$ cat src/rtl/instr_fetch_unit_pkg.sv
// instr_fetch_unit_pkg: shared widths, defaults and fetch state encoding
package instr_fetch_unit_pkg;
  localparam int INSTR_W = 32;
  localparam logic [31:0] PC_INC = 32'd4;
  localparam int DEF_DEPTH = 4;
  localparam int DEF_MAX_OUT = 2;
  typedef enum logic {RUN, DRAIN} fetch_state_e;
endpackage

$ cat src/rtl/instr_fetch_unit_fifo.sv
// fetch_fifo: circular instruction queue with wrap-around pointers and occupancy count
module fetch_fifo
  import instr_fetch_unit_pkg::*;
#(
  parameter int DEPTH = DEF_DEPTH,
  parameter int W = 2 * INSTR_W,
  localparam int AW = $clog2(DEPTH),
  localparam int CW = AW + 1
) (
  input  logic          CLK,
  input  logic          RESET,
  input  logic          clr,
  input  logic          push,
  input  logic [W-1:0]  push_data,
  input  logic          pop,
  output logic [W-1:0]  head,
  output logic [CW-1:0] count
);
  logic [W-1:0] mem_q [DEPTH];
  logic [W-1:0] mem_d [DEPTH];
  logic [AW-1:0] wptr_q, wptr_d, rptr_q, rptr_d;
  logic [CW-1:0] count_q, count_d;
  logic do_pop;
  // clear wins over push/pop; pointers wrap naturally since DEPTH is a power of two
  always_comb begin
    do_pop = pop && count_q != '0;
    mem_d = mem_q;
    if (push && !clr) mem_d[wptr_q] = push_data;
    wptr_d = clr ? '0 : wptr_q + AW'(push);
    rptr_d = clr ? '0 : rptr_q + AW'(do_pop);
    count_d = clr ? '0 : count_q + CW'(push) - CW'(do_pop);
  end
  // pointer and occupancy registers
  always_ff @(posedge CLK) begin
    if (RESET) begin
      wptr_q <= '0;
      rptr_q <= '0;
      count_q <= '0;
    end else begin
      wptr_q <= wptr_d;
      rptr_q <= rptr_d;
      count_q <= count_d;
    end
  end
  // storage needs no reset: entries are only read while counted as occupied
  always_ff @(posedge CLK) begin
    mem_q <= mem_d;
  end
  assign head = mem_q[rptr_q];
  assign count = count_q;
endmodule

$ cat src/rtl/instr_fetch_unit.sv
// instr_fetch_unit: credit-limited instruction fetcher with redirect drain and in-order address tags
module instr_fetch_unit
  import instr_fetch_unit_pkg::*;
#(
  parameter logic [31:0] RESET_PC = 32'h0,
  parameter int DEPTH = DEF_DEPTH,
  parameter int MAX_OUT = DEF_MAX_OUT
) (
  input  logic        CLK,
  input  logic        RESET,
  output logic        imem_req,
  output logic [31:0] imem_addr,
  input  logic        imem_ready,
  input  logic        imem_rvalid,
  input  logic [31:0] imem_rdata,
  input  logic        redirect,
  input  logic [31:0] redirect_pc,
  output logic        ins_valid,
  output logic [31:0] ins_data,
  output logic [31:0] ins_pc,
  input  logic        ins_ready,
  output logic        err
);
  localparam int CW = $clog2(DEPTH) + 1;
  localparam int TW = MAX_OUT > 1 ? $clog2(MAX_OUT) : 1;
  localparam logic [TW-1:0] TLAST = TW'(MAX_OUT - 1);
  localparam logic [CW:0] DEPTH_C = (CW + 1)'(DEPTH);
  localparam logic [CW-1:0] MAXO_C = CW'(MAX_OUT);
  fetch_state_e state_q, state_d;
  logic [31:0] fetch_pc_q, fetch_pc_d;
  logic [CW-1:0] outst_q, outst_d, count;
  logic err_q, err_d;
  logic [31:0] tag_q [MAX_OUT];
  logic [31:0] tag_d [MAX_OUT];
  logic [TW-1:0] twr_q, twr_d, trd_q, trd_d;
  logic accept, resp, push, pop;
  logic [2*INSTR_W-1:0] head;
  fetch_fifo #(.DEPTH(DEPTH), .W(2 * INSTR_W)) u_fifo (
    .CLK(CLK),
    .RESET(RESET),
    .clr(redirect),
    .push(push),
    .push_data({imem_rdata, tag_q[trd_q]}),
    .pop(pop),
    .head(head),
    .count(count)
  );
  // request credit, response classification and head-of-queue outputs
  always_comb begin
    imem_req = !RESET && !redirect && state_q == RUN && ({1'b0, count} + {1'b0, outst_q} < DEPTH_C) && outst_q < MAXO_C;
    imem_addr = fetch_pc_q & ~32'h3;
    accept = imem_req && imem_ready;
    resp = imem_rvalid && outst_q != '0;
    push = resp && state_q == RUN && !redirect;
    ins_valid = count != '0;
    ins_data = ins_valid ? head[2*INSTR_W-1:INSTR_W] : '0;
    ins_pc = ins_valid ? head[INSTR_W-1:0] : '0;
    pop = ins_valid && ins_ready;
    err = err_q;
  end
  // next fetch address, outstanding count, tag queue and RUN/DRAIN transitions
  always_comb begin
    outst_d = outst_q + CW'(accept) - CW'(resp);
    fetch_pc_d = redirect ? redirect_pc & ~32'h3 : accept ? fetch_pc_q + PC_INC : fetch_pc_q;
    state_d = (redirect || state_q == DRAIN) && outst_d != '0 ? DRAIN : RUN;
    err_d = err_q || (imem_rvalid && outst_q == '0);
    tag_d = tag_q;
    if (accept) tag_d[twr_q] = imem_addr;
    twr_d = accept ? (twr_q == TLAST ? '0 : twr_q + 1'b1) : twr_q;
    trd_d = resp ? (trd_q == TLAST ? '0 : trd_q + 1'b1) : trd_q;
  end
  // control state; reset discards everything in flight
  always_ff @(posedge CLK) begin
    if (RESET) begin
      state_q <= RUN;
      fetch_pc_q <= RESET_PC;
      outst_q <= '0;
      err_q <= 1'b0;
      twr_q <= '0;
      trd_q <= '0;
    end else begin
      state_q <= state_d;
      fetch_pc_q <= fetch_pc_d;
      outst_q <= outst_d;
      err_q <= err_d;
      twr_q <= twr_d;
      trd_q <= trd_d;
    end
  end
  // tag storage is qualified by the tag pointers, so it is left unreset
  always_ff @(posedge CLK) begin
    tag_q <= tag_d;
  end
endmodule

$ cat config.mk
export PLATFORM = sky130hd
export DESIGN_NAME = instr_fetch_unit
export DESIGN_NICKNAME = d
export VERILOG_FILES = /design/src/rtl/instr_fetch_unit_pkg.sv /design/src/rtl/instr_fetch_unit_fifo.sv /design/src/rtl/instr_fetch_unit.sv
export SDC_FILE = /design/constraint.sdc
export NUM_CORES = 1
export LEC_CHECK = 0
export CORE_MARGIN = 10
export CORE_UTILIZATION = 55
export DETAILED_ROUTE_END_ITERATION = 16
export GPL_TIMING_DRIVEN = 0
export HOLD_SLACK_MARGIN = 0.05
export PLACE_DENSITY = 0.75
export SLEW_MARGIN = 20
export SYNTH_ARGS = -nofsm -noshare
export SYNTH_HDL_FRONTEND = slang
export SYNTH_SLANG_ARGS = --single-unit
$ cat constraint.sdc
create_clock -name CLK -period 8.6 [get_ports CLK]
set_input_delay 0.86 -clock CLK [delete_from_list [all_inputs] [get_ports CLK]]
set_output_delay 0.86 -clock CLK [all_outputs]
set_load 0.005 [all_outputs]
==> metrics.csv <==
stage,metric,value,unit
grt,via_count_of_the_first_global_routing_pass,7922,
clocking,tritoncts_clock_tree,yes,
die,io-pin-count,169,
routing,antenna_violating_nets_post_route,0,
routing,dr.pass1.iters,5,
routing,via_total_after_detailed_routing,7750,
sta,finalSetupViolCount,0,
clocking,h-tree-depth,2,
synthesis,synth_area_leader_cell,sky130_fd_sc_hd__edfxtp_1,
job,drv_cap,0,
synthesis,ys_async_sr_fraction,0,%
grt,grt_use_total,18.5,%
clocking,cts_num_sinks,352,
sta,worst_relative_slew_slack,34.8,%
grt,grt_use_met2,29.7,%
clocking,cts.root.buffer_cell,sky130_fd_sc_hd__clkbuf_16,
critical_path,critical-path-slowest-cell,sky130_fd_sc_hd__buf_1,
die,die_width,179,µm
clocking,cts-hold-fix-buffers,0,
placement,place_hpwl,20300,µm
power,power_per_cell_area,240,mW/mm²
clocking,insertion_delay,0.52,ns
grt,grt.met3_usage,4.87,%
critical_path,worst_r2r_endpoint,state_q,
finish,post_layout_instance_count_excluding_filler_cells,1359,
routing,vias_per_cell,5.70,
finish,layout-drive-gt1-share,18.2,%
grt,gr-max-usage-layer,met2,
die,design.die.area,0.0321,mm²
die,placement_rows,58,
grt,grt_remaining_overflow,0,
grt,grt_max_degree,48,
clocking,cts_post_setup_buffers_inserted,0,
sta,hold_ws,0.536,ns
status,run_status,"complete, no violations",
critical_path,timing.critical_path.from_type,input pin,
routing,routed_wl,29600,µm
synthesis,netlist-cell-type-count,51,
finish,seq_area,0.0101,mm²
worst_hold_path,holdCritStartpoint,err,
die,placeableCoreArea,0.0250,mm²
routing,route.detailed.drc,0,
synthesis,ys_dominant_reg_cell,sky130_fd_sc_hd__edfxtp_1,
clocking,cts_buffers,37,
die,starting_density_of_the_core,55.6,%
clocking,ctsResizeCount,0,
finish,final_nets,1085,
finish,leading_cell_type_in_the_layout_fill_and_taps_excluded,sky130_fd_sc_hd__edfxtp_1,
critical_path,reg2reg_from,u_fifo.count[2],
worst_hold_path,min_delay_worst_endpoint,err,
grt,first_pass_grt_wire_length,45400,µm
routing,drt-initial-drc-count,582,
critical_path,crit_fanout,10,
critical_path,cp_data_required_time,7.74,ns
critical_path,crit_arrival,3.39,ns
worst_hold_path,holdCritPathClass,flop to flop,
finish,n_antenna_cell,0,
critical_path,cp_most_frequent_cell,sky130_fd_sc_hd__clkbuf_1,
synthesis,synthesis.yosys.warnings,0,
power,p_leak,5.59,nW
synthesis,syn_area,0.0139,mm²
finish,multi_input_comb_area,0.00358,mm²
placement,place.gp.congestion,0.904,
synthesis,synthCells,783,
finish,flow.area_growth_from_synthesis,25.7,%
clocking,path_clk_slew,0.06,ns
worst_hold_path,hold_depth,2,
grt,antenna_found_initial,0,
sta,finalCriticalPeriod,4.25,ns
sta,worstMarginPinSlew,0.969,ns
critical_path,rrSetupSlack,5.44,ns
critical_path,timing.setup.critical_path_class,input pin to primary output,
finish,utilization,69.8,%
finish,top_library_cells_by_usage_in_the_layout_fill_and_taps_aside,"sky130_fd_sc_hd__edfxtp_1, sky130_fd_sc_hd__clkdlybuf4s50_1, sky130_fd_sc_hd__nor2b_1, sky130_fd_sc_hd__mux4_2, sky130_fd_sc_hd__dfxtp_1",
finish,fill_cell_total_of_the_finished_layout,1639,
synthesis,seq_area_frac_synth,72.8,%
sta,fmax,235,MHz
synthesis,synth.avg_cell_area,17.8,µm²
sta,rsz0062_at_grt,no,
critical_path,critPathCaptureType,primary output,
synthesis,main_area_contributors_after_synthesis,"sky130_fd_sc_hd__edfxtp_1, sky130_fd_sc_hd__mux4_2, sky130_fd_sc_hd__dfxtp_1, sky130_fd_sc_hd__nor2b_1, sky130_fd_sc_hd__mux2_2",
grt,gr-usage-met1,24.6,%
synthesis,netlist.area_leader.share,66.5,%
sta,hold_fails_final_rpt,0,
critical_path,r2r.worst_path.cells,12,
sta,finalClockSkew,0.0178,ns
placement,number_of_i_o_port_buffers,160,
placement,dp_cells,1294,
sta,fin_crit_sh,49.4,%
routing,detail_route.wl_per_cell,21.8,µm
sta,drv_slew,0,
synthesis,synth_edf_count,308,
critical_path,critical_path.cell_chain,clkbuf_1 -> clkinv_1 -> nand2_1 -> clkbuf_1 -> buf_1 -> nor2_1 -> clkdlybuf4s50_1,
critical_path,worst_path_largest_cell_delay,0.53,ns
clocking,clk_path_buf_depth,3,
synthesis,ys_seq_elements,352,
die,chipHeight,179,µm
power,irDropWorstVdd,0.000139,V
registers in the layout (all words and copies together) (netlist names):
| name | cells |
|---|---|
| u_fifo.mem_q | 248 |
| tag_q | 60 |
| fetch_pc_q | 30 |
| outst_q | 3 |
| u_fifo.count | 3 |
| u_fifo.rptr_q | 2 |
| u_fifo.wptr_q | 2 |
| err | 1 |
| state_q | 1 |
| trd_q | 1 |
| twr_q | 1 |
metal layers:
layer	wire [µm]	vias up	part of all wire, %
met4	443	0	1.5
met1	12300	3873	42
met5	0	-	0
li1	-	3529	-
met2	14400	311	49
met3	2400	37	8.1
cells in the mapped netlist, drive strengths merged, types with 6 or more instances:
cell and n:
nand4 10, clkbuf 26, o21ai 7, nand2 28, dfxtp 44, edfxtp 308, xnor2 15, buf 15
and3 9, inv 18, nor2 28, a21oi 7, a211oi 7, ha 10, nor3 8, and2 6
nor2b 65, mux2 31, nor4 12, o211ai 6, mux4 62, a31oi 6, nand3 15
logic make-up (layout without fill, tap and decap cells):
logic type / count (synthesis) / count (layout) / share of synthesized area, %
AOI/OAI and AO/OA: 51 / 51 / 2.60
xor gates and xnor gates: 18 / 18 / 1.13
adders and majority gates: 12 / 12 / 1.19
buffers and inverters: 60 / 303 / 1.79
DFF: 352 / 352 / 72.8
muxes: 93 / 93 / 12.5
other: 1 / 4 / 0.0270
and+or+nand+nor: 196 / 196 / 7.92
worst max-delay path by stage:
stage,startpoint,endpoint,slack [ns]
after floorplan,redirect,u_fifo.mem_q[194],2.10
after global placement,imem_rvalid,u_fifo.mem_q[230],-2.36
after detailed placement,redirect,imem_req,4.43
after CTS,redirect,imem_req,4.42
after global routing,redirect,imem_req,4.19
final,redirect,imem_req,4.35
per-stage QoR:
| step | total power, mW | area (µm²) | setup WS (ns) | TNS [ns] |
|---|---|---|---|---|
| floorplan | 2.39 | 13900 | 2.10 | 0 |
| global placement | 2.65 | 15900 | -2.36 | -145.83 |
| detailed placement | 2.68 | 16300 | 4.43 | 0 |
| CTS | 4.24 | 17500 | 4.42 | 0 |
| global route | 4.36 | 17500 | 4.19 | 0 |
| finish | 4.20 | 17500 | 4.35 | 0 |
power breakdown:
group          internal (mW)  total, mW  switching (mW)
Combinational          0.310      0.602           0.292
Clock                  0.952       1.56           0.608
Sequential              1.99       2.04          0.0485
critical path, delay by kind of cell:
family | cells | cell delay [ns]
buffers and inverters | 5 | 2.13
and+or+nand+nor | 2 | 0.40
layout make-up:
class | instances | area share (%)
Sequential cell | 352 | 57.9
Multi-Input combinational cell | 374 | 20.5
Timing Repair Buffer | 178 | 10.9
Clock buffer | 44 | 5.75
Tap cell | 330 | 2.36
Clock inverter | 21 | 1.16
Buffer | 41 | 1.02
Inverter | 19 | 0.408
(Power assumes the default switching activity.)
